$ cat src/rtl/ifu_fetch_pkg.sv
// ifu_fetch_pkg: widths, reset PC, PC step and the
// {pc, instr} buffer entry shared by the fetch unit.
package ifu_fetch_pkg;

  localparam int CPU_WIDTH = 32;
  localparam int INS_WIDTH = 32;

  localparam logic [CPU_WIDTH-1:0] IFU_RESET_PC =
    32'h8000_0000;
  localparam logic [CPU_WIDTH-1:0] PC_INC = 32'd4;

  typedef struct packed {
    logic [CPU_WIDTH-1:0] pc;
    logic [INS_WIDTH-1:0] instr;
  } ibuf_entry_t;

  function automatic logic [CPU_WIDTH-1:0] pc_align(
    input logic [CPU_WIDTH-1:0] pc
  );
    return {pc[CPU_WIDTH-1:2], 2'b00};
  endfunction

endpackage

$ cat src/rtl/ifu_fetch_if.sv
// ifu_fetch_if: imem request/response, PCU redirect and
// decoder valid/ready bundle; master = fetch unit side.
interface ifu_fetch_if;
  import ifu_fetch_pkg::*;

  logic                 o_mem_req;
  logic [CPU_WIDTH-1:0] o_mem_addr;
  logic                 i_mem_gnt;
  logic                 i_mem_rvalid;
  logic [INS_WIDTH-1:0] i_mem_rdata;
  logic                 i_redirect;
  logic [CPU_WIDTH-1:0] i_redirect_pc;
  logic                 o_valid;
  logic                 i_ready;
  logic [INS_WIDTH-1:0] o_instr;
  logic [CPU_WIDTH-1:0] o_pc;

  modport master (
    output o_mem_req, o_mem_addr,
    input  i_mem_gnt, i_mem_rvalid, i_mem_rdata,
    input  i_redirect, i_redirect_pc,
    output o_valid, o_instr, o_pc,
    input  i_ready
  );

  modport slave (
    input  o_mem_req, o_mem_addr,
    output i_mem_gnt, i_mem_rvalid, i_mem_rdata,
    output i_redirect, i_redirect_pc,
    input  o_valid, o_instr, o_pc,
    output i_ready
  );

endinterface

$ cat src/rtl/ifu_fetch_ibuf.sv
// ifu_ibuf: synchronous {pc, instr} FIFO with flush.
// Ports: clk, rst_n, push/push_data, pop, flush, count, head.
module ifu_ibuf
  import ifu_fetch_pkg::*;
#(
  parameter int                   DEPTH    = 2,
  parameter int                   CW       = 3,
  parameter logic [CPU_WIDTH-1:0] RESET_PC = IFU_RESET_PC
) (
  input  logic        clk,
  input  logic        rst_n,
  input  logic        push,
  input  ibuf_entry_t push_data,
  input  logic        pop,
  input  logic        flush,
  output logic [CW-1:0] count,
  output ibuf_entry_t head
);

  localparam int PW = (DEPTH > 1) ? $clog2(DEPTH) : 1;

  ibuf_entry_t   mem [DEPTH];
  logic [PW-1:0] rd_ptr;
  logic [PW-1:0] wr_ptr;
  logic          do_push;
  logic          do_pop;

  function automatic logic [PW-1:0] inc(
    input logic [PW-1:0] p
  );
    return (p == PW'(DEPTH - 1)) ? '0 : p + 1'b1;
  endfunction

  // full FIFO still accepts a push when the head leaves
  assign do_pop  = pop & (count != '0) & ~flush;
  assign do_push = push & ~flush &
                   ((count != CW'(DEPTH)) | do_pop);

  always_ff @(posedge clk or negedge rst_n) begin
    if (!rst_n) begin
      rd_ptr <= '0;
      wr_ptr <= '0;
      count  <= '0;
      for (int i = 0; i < DEPTH; i++) begin
        mem[i] <= '{pc: RESET_PC, instr: '0};
      end
    end else if (flush) begin
      rd_ptr <= '0;
      wr_ptr <= '0;
      count  <= '0;
    end else begin
      if (do_push) begin
        mem[wr_ptr] <= push_data;
        wr_ptr      <= inc(wr_ptr);
      end
      if (do_pop) begin
        rd_ptr <= inc(rd_ptr);
      end
      count <= count + CW'(do_push) - CW'(do_pop);
    end
  end

  assign head = mem[rd_ptr];

endmodule

$ cat src/rtl/ifu_fetch.sv
// ifu_fetch: RV32I fetch unit, in-order imem requests,
// {pc, instr} buffer to decoder, flush on PCU redirect.
// Ports: i_clk, i_rst_n, bus (ifu_fetch_if.master).
module ifu_fetch
  import ifu_fetch_pkg::*;
#(
  parameter logic [CPU_WIDTH-1:0] RESET_PC   = IFU_RESET_PC,
  parameter int                   IBUF_DEPTH = 2
) (
  input  logic       i_clk,
  input  logic       i_rst_n,
  ifu_fetch_if.master bus
);

  localparam int CW = $clog2(IBUF_DEPTH + 2) + 1;

  logic [CPU_WIDTH-1:0] fetch_pc;
  logic [CPU_WIDTH-1:0] resp_pc;
  logic [CPU_WIDTH-1:0] addr;
  logic [CPU_WIDTH-1:0] redir_pc;
  logic [CPU_WIDTH-1:0] base_pc;
  logic                 req;
  logic                 stale;
  logic [CW-1:0]        outs_cnt;
  logic [CW-1:0]        drop_cnt;
  logic [CW-1:0]        ibuf_cnt;
  logic [CW-1:0]        outs_n;
  logic [CW-1:0]        drop_n;
  logic [CW-1:0]        ibuf_n;
  logic                 fire;
  logic                 rsp;
  logic                 push;
  logic                 pop;
  logic                 hold;
  logic                 launch;
  ibuf_entry_t          head;

  assign fire     = req & bus.i_mem_gnt;
  assign hold     = req & ~bus.i_mem_gnt;
  assign rsp      = bus.i_mem_rvalid & (outs_cnt != '0);
  assign redir_pc = pc_align(bus.i_redirect_pc);
  assign base_pc  = bus.i_redirect ? redir_pc : fetch_pc;

  // a word arriving on the redirect edge is already stale
  assign push = rsp & (drop_cnt == '0) & ~bus.i_redirect;
  assign pop  = (ibuf_cnt != '0) & bus.i_ready &
                ~bus.i_redirect;

  assign outs_n = outs_cnt + CW'(fire) - CW'(rsp);
  assign ibuf_n = bus.i_redirect ? '0 :
                  ibuf_cnt + CW'(push) - CW'(pop);

  // redirect: everything still in flight after this edge
  // is dropped; a held request granted later is added then
  always_comb begin
    drop_n = drop_cnt;
    if (bus.i_redirect) begin
      drop_n = outs_n;
    end else begin
      if (rsp && drop_cnt != '0) begin
        drop_n = drop_n - 1'b1;
      end
      if (fire && stale) begin
        drop_n = drop_n + 1'b1;
      end
    end
  end

  // credit uses post-edge counts so a slot freed this
  // cycle can be reused by the very next request
  assign launch = ~hold & (drop_n == '0) &
                  ((outs_n + ibuf_n) < CW'(IBUF_DEPTH));

  always_ff @(posedge i_clk or negedge i_rst_n) begin
    if (!i_rst_n) begin
      req      <= 1'b0;
      stale    <= 1'b0;
      addr     <= RESET_PC;
      fetch_pc <= RESET_PC;
      resp_pc  <= RESET_PC;
      outs_cnt <= '0;
      drop_cnt <= '0;
    end else begin
      outs_cnt <= outs_n;
      drop_cnt <= drop_n;
      if (bus.i_redirect && hold) begin
        stale <= 1'b1;
      end else if (fire) begin
        stale <= 1'b0;
      end
      if (!hold) begin
        req <= launch;
      end
      if (launch) begin
        addr     <= base_pc;
        fetch_pc <= base_pc + PC_INC;
      end else begin
        fetch_pc <= base_pc;
      end
      if (bus.i_redirect) begin
        resp_pc <= redir_pc;
      end else if (push) begin
        resp_pc <= resp_pc + PC_INC;
      end
    end
  end

  ifu_ibuf #(
    .DEPTH    (IBUF_DEPTH),
    .CW       (CW),
    .RESET_PC (RESET_PC)
  ) u_ibuf (
    .clk       (i_clk),
    .rst_n     (i_rst_n),
    .push      (push),
    .push_data ('{pc: resp_pc, instr: bus.i_mem_rdata}),
    .pop       (pop),
    .flush     (bus.i_redirect),
    .count     (ibuf_cnt),
    .head      (head)
  );

  assign bus.o_mem_req  = req;
  assign bus.o_mem_addr = addr;
  assign bus.o_valid    = (ibuf_cnt != '0);
  assign bus.o_instr    = head.instr;
  assign bus.o_pc       = head.pc;

endmodule
$ cat src/flat_wrapper.sv
// flat-port wrapper written by rule: the top's interface ports become plain ports
module ifu_fetch_flat import ifu_fetch_pkg::*;
#(
  parameter logic [CPU_WIDTH-1:0] RESET_PC   = IFU_RESET_PC,
  parameter int                   IBUF_DEPTH = 2
)
  (i_clk, i_rst_n, bus_o_mem_req, bus_o_mem_addr, bus_i_mem_gnt, bus_i_mem_rvalid, bus_i_mem_rdata, bus_i_redirect, bus_i_redirect_pc, bus_o_valid, bus_o_instr, bus_o_pc, bus_i_ready);
  ifu_fetch_if bus_i ();
  input  logic i_clk;
  input  logic i_rst_n;
  output wire logic [$bits(bus_i.o_mem_req)-1:0] bus_o_mem_req;
  output wire logic [$bits(bus_i.o_mem_addr)-1:0] bus_o_mem_addr;
  input wire logic [$bits(bus_i.i_mem_gnt)-1:0] bus_i_mem_gnt;
  input wire logic [$bits(bus_i.i_mem_rvalid)-1:0] bus_i_mem_rvalid;
  input wire logic [$bits(bus_i.i_mem_rdata)-1:0] bus_i_mem_rdata;
  input wire logic [$bits(bus_i.i_redirect)-1:0] bus_i_redirect;
  input wire logic [$bits(bus_i.i_redirect_pc)-1:0] bus_i_redirect_pc;
  output wire logic [$bits(bus_i.o_valid)-1:0] bus_o_valid;
  output wire logic [$bits(bus_i.o_instr)-1:0] bus_o_instr;
  output wire logic [$bits(bus_i.o_pc)-1:0] bus_o_pc;
  input wire logic [$bits(bus_i.i_ready)-1:0] bus_i_ready;
  assign bus_o_mem_req = bus_i.o_mem_req;
  assign bus_o_mem_addr = bus_i.o_mem_addr;
  assign bus_i.i_mem_gnt = bus_i_mem_gnt;
  assign bus_i.i_mem_rvalid = bus_i_mem_rvalid;
  assign bus_i.i_mem_rdata = bus_i_mem_rdata;
  assign bus_i.i_redirect = bus_i_redirect;
  assign bus_i.i_redirect_pc = bus_i_redirect_pc;
  assign bus_o_valid = bus_i.o_valid;
  assign bus_o_instr = bus_i.o_instr;
  assign bus_o_pc = bus_i.o_pc;
  assign bus_i.i_ready = bus_i_ready;
  ifu_fetch #(.RESET_PC(RESET_PC), .IBUF_DEPTH(IBUF_DEPTH)) u_core (.i_clk(i_clk), .i_rst_n(i_rst_n), .bus(bus_i));
endmodule
$ cat config.mk
export PLATFORM = sky130hd
export DESIGN_NAME = ifu_fetch_flat
export DESIGN_NICKNAME = d
export VERILOG_FILES = /design/src/rtl/ifu_fetch_pkg.sv /design/src/rtl/ifu_fetch_if.sv /design/src/rtl/ifu_fetch_ibuf.sv /design/src/rtl/ifu_fetch.sv /design/src/flat_wrapper.sv
export SDC_FILE = /design/constraint.sdc
export NUM_CORES = 1
export LEC_CHECK = 0
export ABC_AREA = 1
export ABC_CLOCK_PERIOD_IN_PS = 5000
export BUFFER_PORTS_ARGS = -buffer_cell sky130_fd_sc_hd__buf_4
export CAP_MARGIN = 20
export CORE_MARGIN = 8
export CORE_UTILIZATION = 30
export CTS_CLUSTER_DIAMETER = 80
export CTS_CLUSTER_SIZE = 25
export DETAILED_ROUTE_END_ITERATION = 8
export GPL_TIMING_DRIVEN = 0
export PLACE_DENSITY = 0.44
export RECOVER_POWER = 50
export SETUP_SLACK_MARGIN = 0.15
export SLEW_MARGIN = 20
export SYNTH_ARGS = -nofsm -noshare
export SYNTH_HDL_FRONTEND = slang
export SYNTH_SLANG_ARGS = --single-unit
$ cat constraint.sdc
create_clock -name i_clk -period 5 [get_ports i_clk]
set_input_delay 1 -clock i_clk [delete_from_list [all_inputs] [get_ports i_clk]]
set_output_delay 1 -clock i_clk [all_outputs]
set_load 0.02 [all_outputs]
# [Word-level counts from Yosys, hierarchy flattened]
# Cells that the tools add are included.
[totals] regBits=237 inputBits=70 output_inout_bits=98 wordCells=89
[classes] n_mux=24 n_reduce_logical=14 eq_ne=1 add_sub_neg=13 bitwise_logic=19 magnitude_cmp=4
[op_table] cell="$mux 64" count=4
[op_table] cell="$bwmux 128" count=1
[op_table] cell="$mux 32" count=4
[op_table] cell="$add 32x3->32 const B" count=2
[op_table] cell="$demux 64 s1" count=1
[op_table] cell="$mux 3" count=6
[op_table] cell="$and 1x1->1" count=13
[op_table] cell="$add 3x1->3" count=3
[op_table] cell="$reduce_bool 3->1" count=3
[op_table] cell="$sub 3x1->3" count=3
[op_table] cell="$mux 1" count=8
[op_table] cell="$reduce_bool 2->1" count=4
[op_table] cell="$logic_not 3->1" count=2
[op_table] cell="$ge 2x2->1 const B" count=2
[op_table] cell="$logic_and 1x1->1" count=4
[op_table] cell="$not 1->2" count=2
[op_table] cell="$add 3x1->3 const B" count=1
[op_table] cell="$add 3x3->3" count=1
[op_table] cell="$lt 3x2->1 const B" count=1
[op_table] cell="$ne 3x2->1 const B" count=1
[op_table] cell="$not 1->1" count=3
[op_table] cell="$sub 3x1->3 const B" count=1
[op_table] cell="$add 1x1->1 const B" count=2
[op_table] cell="$lt 2x1->1 const B" count=1
[op_table] cell="other kinds (2)" count=2

# [Depth between registers and ports, before layout]
# Gate-level depths: netlist of the first run.
[logic_depth] word_depth=12 ltp_mapped=21

# [Cells and area by module]
# From an unflattened synthesis of the first run, not the netlist that was laid out.
[hier_totals] hier_cells=1743 area_unflattened_um2=12918.6
[modules_own_cells] mod="ifu_fetch" cells_each=929 area_per_inst_um2=6558.8 instances=1 seq_area_each_um2=2556.2
[modules_own_cells] mod="ifu_ibuf" cells_each=814 area_per_inst_um2=6359.8 instances=1 seq_area_each_um2=3330.7

# [Worst setup path after synthesis of the first run]
# OpenSTA, ideal clock, no wires.
[synth_timing] kind="input to register" startpoint="input port bus_i_redirect" endpoint="register u_core.addr[10], in the netlist u_core.bus.o_mem_addr[10]" t_required_ns=4.883 setup_ns=0.117 slack_ns=0.893 arrival_time_ns=3.990 cell_stages=19 path_buffers=4 cell_sequence="buf_6 > buf_2 > buf_1 > nor2_1 > ha_1 > inv_1 > ha_1 > fa_1 > nand2_1 > fa_1 > inv_1 > nand3_1 > nand3_1 > nand3_1 > nor2_4 > nand2_2 > buf_2 > nand2_1 > nand2_1"
[synth_between] elab_chain_cells=8 elab_cells_between_ends=13 cone_classes="add/sub: 3; order compare: 1; mux: 3; bitwise: 5; reduce/logical: 1"
[synth_lines] item="start: declaration" line="flat_wrapper.sv:16" rtl="input wire logic [$bits(bus_i.i_redirect)-1:0] bus_i_redirect;"
[synth_lines] item="$not 1->1 (no line)"
[synth_lines] item="$and 1x1->1" line="ifu_fetch.sv:45" rtl="assign push = rsp & (drop_cnt == '0) & ~bus.i_redirect;"
[synth_lines] item="$add 3x1->3" line="ifu_fetch.sv:51" rtl="ibuf_cnt + CW'(push) - CW'(pop);"
[synth_lines] item="$sub 3x1->3" line="ifu_fetch.sv:51"
[synth_lines] item="$mux 3" line="ifu_fetch.sv:50" rtl="assign ibuf_n = bus.i_redirect ? '0 :"
[synth_lines] item="$add 3x3->3" line="ifu_fetch.sv:72" rtl="((outs_n + ibuf_n) < CW'(IBUF_DEPTH));"
[synth_lines] item="$lt 3x2->1" line="ifu_fetch.sv:72"
[synth_lines] item="$and 1x1->1" line="ifu_fetch.sv:71" rtl="assign launch = ~hold & (drop_n == '0) &"
[synth_lines] item="end signal: assignment" line="ifu_fetch.sv:95" rtl="addr <= base_pc;"
[synth_lines] item="end: declaration" line="ifu_fetch.sv:19" rtl="logic [CPU_WIDTH-1:0] addr;"
# Parallel ways exist; a longest one is shown, timed or not.
# A chain may end at the register's enable or synchronous reset.

# [Final worst setup path of the first run]
[layout_timing] startpoint="input port bus_i_mem_rvalid" endpoint="register u_core.fetch_pc[30]"
[layout_between] elab_chain_cells=11 elab_cells_between_ends=19 cone_classes="add/sub: 5; order compare: 1; mux: 6; bitwise: 5; reduce/logical: 2"
[layout_lines] item="start: declaration" line="flat_wrapper.sv:14" rtl="input wire logic [$bits(bus_i.i_mem_rvalid)-1:0] bus_i_mem_rvalid;"
[layout_lines] item="$and 1x1->1 (*)" line="ifu_fetch.sv:40" rtl="assign rsp = bus.i_mem_rvalid & (outs_cnt != '0);"
[layout_lines] item="branches (longest 8 deep; another with $add 3x1->3)"
[layout_lines] item="$and 1x1->1 (*)" line="ifu_fetch.sv:71"
[layout_lines] item="$mux 32 (*)" line="ifu_fetch.sv:94" rtl="if (launch) begin"
[layout_lines] item="end signal: assignment" line="ifu_fetch.sv:96" rtl="fetch_pc <= base_pc + PC_INC;"
[layout_lines] item="end signal: assignment" line="ifu_fetch.sv:98" rtl="fetch_pc <= base_pc;"
[layout_lines] item="end: declaration" line="ifu_fetch.sv:17" rtl="logic [CPU_WIDTH-1:0] fetch_pc;"
# Mark *: on every way between the ends. The select of a mux whose other input is x is not followed.

==> results of run 1 <==
==> cells in the final DEF (no fill, tap or decap), types with 22 or more instances in the layout <==
cell and instances:
clkbuf_1 58, nand2_1 716, buf_2 22, nor2_1 80, dfrtp_1 226, o21ai_0 30, xor2_1 26, buf_4 137
o21ai_1 110, nand3_1 109, inv_1 118
==> cells in the mapped netlist (13+ instances only) <==
cell	number
nand4_1	14
buf_6	14
nor2_1	80
nand2_1	715
dfrtp_1	226
buf_2	23
inv_1	118
nand3_1	108
clkbuf_1	26
o21ai_1	110
xor2_1	26
nand3b_1	13
o21ai_0	30
==> per-stage QoR <==
stage | std cells | hold WS, ns | setup slack, ns
global placement | 2294 | 0.459 | -0.172
CTS | 2328 | 0.403 | 0.321
finish | 2327 | 0.474 | 0.609
detailed placement | 2296 | 0.457 | -0.208
floorplan | 1607 | 0.453 | 0.893
global route | 2327 | 0.493 | 0.310
==> cell families (layout without fill, tap and decap cells) <==
| logic type | after synthesis | in the layout |
|---|---|---|
| xor+xnor | 31 | 31 |
| simple gates | 970 | 970 |
| fa+ha+maj | 15 | 15 |
| compound gates | 164 | 164 |
| buf+inv | 194 | 389 |
| flops | 231 | 231 |
| other cells | 1 | 2 |
==> power groups by stage <==
stage	Clock (mW)	Combinational (mW)	Sequential [mW]
finish	1.62	4.08	3.08
global route	1.74	4.60	3.19
CTS	1.68	4.24	3.08
detailed placement	0	4.22	3.12
global placement	0	4.18	3.11
floorplan	0	2.54	3.15
==> routing by layer <==
layer | routed length, microns | part of all wire
met1 | 18500 | 0.47
met2 | 18400 | 0.46
met3 | 1640 | 0.041
met4 | 1150 | 0.029
met5 | 0 | 0
==> worst max-delay path by stage <==
stage,slack (ns),end,from
finish,0.61,u_core.fetch_pc[30]$_DFF_PN0_,bus_i_mem_rvalid
global route,0.31,u_core.fetch_pc[30]$_DFF_PN0_,bus_i_mem_rvalid
CTS,0.32,u_core.fetch_pc[30]$_DFF_PN0_,bus_i_redirect
detailed placement,-0.21,u_core.fetch_pc[30]$_DFF_PN0_,bus_i_redirect
global placement,-0.17,u_core.fetch_pc[30]$_DFF_PN0_,bus_i_redirect
floorplan,0.89,u_core.bus.o_mem_addr[10]$_DFFE_PN0P_,bus_i_redirect
==> flip-flops by register name, summed over array words and instances (netlist names) <==
| name | cells |
|---|---|
| u_core.bus.o_mem_addr | 32 |
| u_core.stale | 1 |
| u_core.u_ibuf.count | 3 |
| u_core.drop_cnt | 3 |
| u_core.u_ibuf.rd_ptr | 1 |
| u_core.outs_cnt | 3 |
| u_core.fetch_pc | 32 |
| u_core.resp_pc | 30 |
| u_core.u_ibuf.wr_ptr | 1 |
| u_core.bus.o_mem_req | 1 |
| u_core.u_ibuf.mem | 124 |
==> tightest hold or removal path: stages (launching register included) <==
cell	delay (ns)
dfstp_2	0.38
nand2_1	0.05
o21ai_1	0.05
==> timing repair <==
| action | CTS | global route |
|---|---|---|
| buffers inserted | 0 | 0 |
| hold endpoints to repair | 0 | 0 |
| endpoints found under the setup margin | 0 | 22 |
==> area by class of cell <==
cell class,instances,area share
inverter,120,0.0315
clock buffer,19,0.0328
multi-input combinational,1182,0.369
sequential,231,0.400
clock inverter,13,0.0112
timing repair buffer,164,0.0800
tap,525,0.0454
buffer,73,0.0302
==> impl_metrics.env, run 1 <==
export IMPL_initial_core_util=0.304
export IMPL_yosys_area_top_type="dfrtp_1"
export IMPL_r2r_slack_ns=0.69
export IMPL_gr_usage_met2=0.280
export IMPL_timing_final_crit_period_ns=4.39
export IMPL_critical_path_arrival_ns=4.78
export IMPL_grt_pass1_wl_microns=63800
export IMPL_ys_warn_count=0
export IMPL_cp_top_family="simple AND/OR/NAND/NOR gates"
export IMPL_syn_to_final_growth_pct=20.3
export IMPL_clk_pin_slew_ns=0.09
export IMPL_grt_usage=0.169
export IMPL_synth_top_family_by_area="simple AND/OR/NAND/NOR gates"
export IMPL_grt_pass1_vias=11200
export IMPL_p_int_mw=4.85
export IMPL_synth_area_leaders="dfrtp_1, nand2_1, o21ai_1"
export IMPL_worstPathRequired_ns=5.39
export IMPL_fmax_mhz=228
export IMPL_slowest_stage="fa_1"
export IMPL_core_sq_um=39600
export IMPL_dp_hpwl_microns=29500
export IMPL_drv_cap=1
export IMPL_numCtsBuffers=18
export IMPL_hold_depth=2
export IMPL_globalRouteOverflowTotal=0
export IMPL_hp_class="reg -> reg"
export IMPL_maxSlewViolCount=55
export IMPL_rsz0062_at_grt="no"
export IMPL_relSlewSlack=-1.30
export IMPL_pwr_share_seq=0.351
export IMPL_cp_slowest_stage_delay_ns=0.49
export IMPL_final_area_sq_um=14500
export IMPL_synth_edf_count=0
export IMPL_synth_cell_types=37
export IMPL_async_reset_ff_frac=1.00
export IMPL_cts_resized=0
export IMPL_hold_path_endpoint="u_core.u_ibuf.mem[127]$_DFFE_PN1P_"
export IMPL_hold_violations=0
export IMPL_combPwrFrac=0.465
export IMPL_cp_end_kind="register"
export IMPL_leakage_nw=7.46
export IMPL_cts_root_buffer="clkbuf_16"
export IMPL_finalNetCount=1875
export IMPL_vias_per_cell=4.64
export IMPL_worst_r2r_cell_count=20
export IMPL_clk_path_buf_depth=3
export IMPL_antenna_found_initial=0
export IMPL_grt_busiest_layer="met2"
export IMPL_final_seq_area_sq_um=5790
export IMPL_synth_main_ff_cell="dfrtp_1"
export IMPL_wl_per_cell_microns=17.1
export IMPL_layout_drive_gt1_share=0.133
export IMPL_p_sw_frac=0.448
export IMPL_setup_tns_ns=0
export IMPL_num_rows=73
export IMPL_io_pins=168
export IMPL_yosys_area_share_simple=0.330
export IMPL_cp_num_cells=20
export IMPL_routabilityCongestion=0.916
export IMPL_floorplan_die_width_microns=216
export IMPL_synth_seq_cells=231
export IMPL_clkPwrFrac=0.184
export IMPL_drt_pass1_iter_count=5
export IMPL_cp_max_fo=10
export IMPL_netlist_area_sq_um=12000
export IMPL_skew_ns=0.0274
export IMPL_synthAdderAreaFrac=0.0181
export IMPL_violations="max-capacitance violations, max-slew violations"
export IMPL_path_class="in -> reg"
export IMPL_drtIter0Drc=722
export IMPL_routed_wl_microns=39700
export IMPL_totalPowerFinal_mw=8.79
export IMPL_p_switching_mw=3.94
export IMPL_regToRegEndpoint="u_core.fetch_pc[30]$_DFF_PN0_"
export IMPL_synth_compound_area_frac=0.0730
export IMPL_rr_startpoint="u_core.drop_cnt[0]$_DFF_PN0_"
export IMPL_globalRouteMet1Util=0.227
export IMPL_num_vias=10800
export IMPL_synth_top_area_frac=0.470
export IMPL_postRouteAntennaNets=0
export IMPL_min_from="u_core.u_ibuf.mem[127]$_DFFE_PN1P_"
export IMPL_die_y_microns=216
export IMPL_synthMuxAreaShare=0
export IMPL_cts_hold_buf=0
export IMPL_final_period_utilization=0.878
export IMPL_crit_path_start_kind="input port"
export IMPL_grt_max_degree=93
export IMPL_worst_pin_slew_ns=3.45
export IMPL_n_fill_cell=4347
export IMPL_cp_cell_sequence="buf_4 > a21boi_2 > nand3_1 > nand2_1 > nand2_4 > ha_1 > inv_1 > ha_1 > fa_1 > nand2_1 > fa_1 > inv_1 > nand3_1 > nand3_1 > nand3_1 > nor2_4 > nand2_2 > buf_2 > nand2_1 > nand2_1"
export IMPL_outcome="finished, violations left"
export IMPL_p_per_area_nw_per_um2=607
export IMPL_ys_seq_area_frac=0.481
export IMPL_finalCoreUtilization=0.365
export IMPL_cts_sinks=231
export IMPL_worst_path_buf_inv=4
export IMPL_finalSetupViolCount=0
export IMPL_cts_tree="built"
export IMPL_netlist_instances=1606
export IMPL_die_area_sq_um=46800
export IMPL_multiInputGateArea_sq_um=5340
export IMPL_worst_ir_drop_vdd_mv=0.251
export IMPL_synth_xor_area_frac=0.0226
export IMPL_clock_latency_ns=0.52
export IMPL_postSynthAreaPerCell_sq_um=7.49
export IMPL_drc_errors=0
export IMPL_placed_area_sq_um=14000
export IMPL_gr_usage_met3=0.0240
export IMPL_io_buffer_count=162
export IMPL_diodes=0
export IMPL_htreeDepth=1
(Power assumes the default switching activity.)
==> run 2, diff against run 1 <==
==> constraint.sdc (replaced) <==
create_clock -name i_clk -period 5 [get_ports i_clk]
set_input_delay 0.25 -clock i_clk [delete_from_list [all_inputs] [get_ports i_clk]]
set_output_delay 0.25 -clock i_clk [all_outputs]
set_load 0.02 [all_outputs]
==> run 2 against run 1 <==
  * The flow still finishes with violations (max-capacitance violations, max-slew violations)
  * Worst setup slack gained 0.077 ns
  * Via count grew 0.95%
  * Non-clock buffer count grew 37
  * Die area is the same
  * Highest routed layer unchanged
  * Largest cell class unchanged
  * Register-to-register slack is essentially flat
  * Sequential power is essentially flat
  * Combinational power is essentially flat
  * Hold slack lost 0.45 ns
  * Clock skew grew 0.0013 ns
  * Clock power is essentially flat
  * Final area grew 2.4%
  * Power grew 0.13%
==> impl_metrics.env, run 2 (synthesized netlist as in run 1, its figures left out) <==
export IMPL_drtIter0Drc=771
export IMPL_final_cell_mix="nand2_1, dfrtp_1, buf_4, inv_1, o21ai_1"
export IMPL_drc_errors=0
export IMPL_crit_path_start_kind="register"
export IMPL_violations="max-capacitance violations, max-slew violations"
export IMPL_p_sw_frac=0.449
export IMPL_timing_final_crit_period_ns=4.31
export IMPL_core_sq_um=39600
export IMPL_cts_tree="built"
export IMPL_relSlewSlack=-1.32
export IMPL_antenna_found_initial=0
export IMPL_regMostFlops="u_core.u_ibuf.mem"
export IMPL_dp_hpwl_microns=29500
export IMPL_cp_cell_sequence="inv_1 > ha_1 > nand3_1 > nand2_1 > nand2_4 > ha_1 > inv_1 > ha_1 > fa_1 > nand2_1 > fa_1 > inv_1 > nand3_1 > nand3_1 > nand3_1 > nor2_4 > nand2_2 > buf_2 > nand2_1 > nand2_1"
export IMPL_globalRouteOverflowTotal=0
export IMPL_wl_per_cell_microns=16.9
export IMPL_cp_max_fo=10
export IMPL_final_area_sq_um=14800
export IMPL_diodes=0
export IMPL_die_y_microns=216
export IMPL_routabilityCongestion=0.916
export IMPL_p_int_mw=4.85
export IMPL_floorplan_die_width_microns=216
export IMPL_outcome="finished, violations left"
export IMPL_initial_core_util=0.304
export IMPL_largest_reg_flops=124
export IMPL_critical_path_arrival_ns=4.70
export IMPL_skew_ns=0.0287
export IMPL_vias_per_cell=4.61
export IMPL_worst_ir_drop_vdd_mv=0.252
export IMPL_finalSetupViolCount=0
export IMPL_combPwrFrac=0.466
export IMPL_clkPwrFrac=0.184
export IMPL_grt_max_degree=93
export IMPL_io_buffer_count=162
export IMPL_path_class="reg -> reg"
export IMPL_fmax_mhz=232
export IMPL_post_cts_setup_buffers=0
export IMPL_finalNetCount=1912
export IMPL_cts_root_buffer="clkbuf_16"
export IMPL_hp_class="in -> reg"
export IMPL_p_per_area_nw_per_um2=593
export IMPL_final_period_utilization=0.863
export IMPL_grt_pass1_wl_microns=64500
export IMPL_grt_pass1_vias=11300
export IMPL_final_common_cell="nand2_1"
export IMPL_io_pins=168
export IMPL_pwr_share_seq=0.350
export IMPL_syn_to_final_growth_pct=23.2
export IMPL_postRouteAntennaNets=0
export IMPL_leakage_nw=7.60
export IMPL_setup_tns_ns=0
export IMPL_cts_sinks=231
export IMPL_drv_cap=1
export IMPL_cp_top_family="simple AND/OR/NAND/NOR gates"
export IMPL_worst_path_buf_inv=4
export IMPL_numCtsBuffers=18
export IMPL_slowest_stage="fa_1"
export IMPL_htreeDepth=1
export IMPL_whs_ns=0.0237
export IMPL_drt_pass1_iter_count=5
export IMPL_placed_area_sq_um=14000
export IMPL_worst_pin_slew_ns=3.49
export IMPL_clk_path_buf_depth=3
export IMPL_grt_usage=0.170
export IMPL_cp_end_kind="register"
export IMPL_hold_violations=0
export IMPL_maxSlewViolCount=55
export IMPL_routed_wl_microns=40100
export IMPL_layout_drive_gt1_share=0.127
export IMPL_die_area_sq_um=46800
export IMPL_clk_pin_slew_ns=0.10
export IMPL_cp_slowest_stage_delay_ns=0.49
export IMPL_num_rows=73
export IMPL_r2r_slack_ns=0.69
export IMPL_clock_latency_ns=0.52
export IMPL_num_vias=10900
export IMPL_rsz0062_at_grt="no"
export IMPL_worstPathRequired_ns=5.39
export IMPL_p_switching_mw=3.95
==> run 2: cell types whose count changed in the layout (fill, tap and decap cells not counted), sizes merged <==
cell,before,now
buf,179,175
clkbuf,77,82
dlygate4sd3,0,36
==> run 2: path summary, 6_finish.rpt <==
kind                                                         to  cells past startpoint                                from
max                               u_core.fetch_pc[30]$_DFF_PN0_                     20        u_core.drop_cnt[0]$_DFF_PN0_
min                           u_core.u_ibuf.mem[18]$_DFFE_PN0P_                      3                 bus_i_mem_rdata[18]
max reg2reg                       u_core.fetch_pc[30]$_DFF_PN0_                     20        u_core.drop_cnt[0]$_DFF_PN0_
min reg2reg                  u_core.u_ibuf.mem[127]$_DFFE_PN1P_                      2  u_core.u_ibuf.mem[127]$_DFFE_PN1P_
max in group asynchronous  u_core.bus.o_mem_addr[5]$_DFFE_PN0P_                      2                             i_rst_n
min in group asynchronous     u_core.u_ibuf.mem[85]$_DFFE_PN0P_                      2                             i_rst_n
==> run 2: through the flow <==
step | power [mW] | utilization | instances | worst slack (ns)
floorplan | 5.70 | - | 1607 | 1.61
detailed placement | 7.34 | 0.353 | 2296 | 0.542
CTS | 9.03 | 0.378 | 2364 | 0.817
global placement | 7.29 | 0.351 | 2294 | 0.578
global route | 9.54 | 0.374 | 2364 | 0.329
finish | 8.80 | 0.374 | 2364 | 0.686
==> run 2: what timing repair did <==
action | in CTS | in global routing
hold buffers | 36 | 0
resized for setup | 0 | 0
hold endpoints to repair | 111 | 0
==> run 2: worst min-delay path, stage by stage <==
cell and delay [ns]:
buf_4 0.08, inv_1 0.06, o21ai_1 0.13
==> run 2: layer usage <==
metal	track usage	share of wire	vias up
met5	0	0	-
met4	0.0451	0.029	0
met3	0.0241	0.038	61
met2	0.283	0.46	222
met1	0.230	0.47	5115
li1	-	-	5492
==> run 2: area by class of cell <==
| cell class | count | area, sq um |
|---|---|---|
| Sequential cell | 231 | 5790 |
| Inverter | 120 | 455 |
| Multi-Input combinational cell | 1182 | 5340 |
| Fill cell | 4313 | 24800 |
| Clock inverter | 13 | 161 |
| Timing Repair Buffer | 200 | 1500 |
| Clock buffer | 19 | 475 |
| Tap cell | 525 | 657 |
| Buffer | 74 | 443 |
==> run 2: power by group through the flow <==
stage	combinational (mW)	sequential [mW]	clock (mW)
finish	4.10	3.08	1.62
global route	4.62	3.18	1.74
CTS	4.26	3.08	1.68
detailed placement	4.22	3.12	0
global placement	4.18	3.11	0
floorplan	2.54	3.15	0
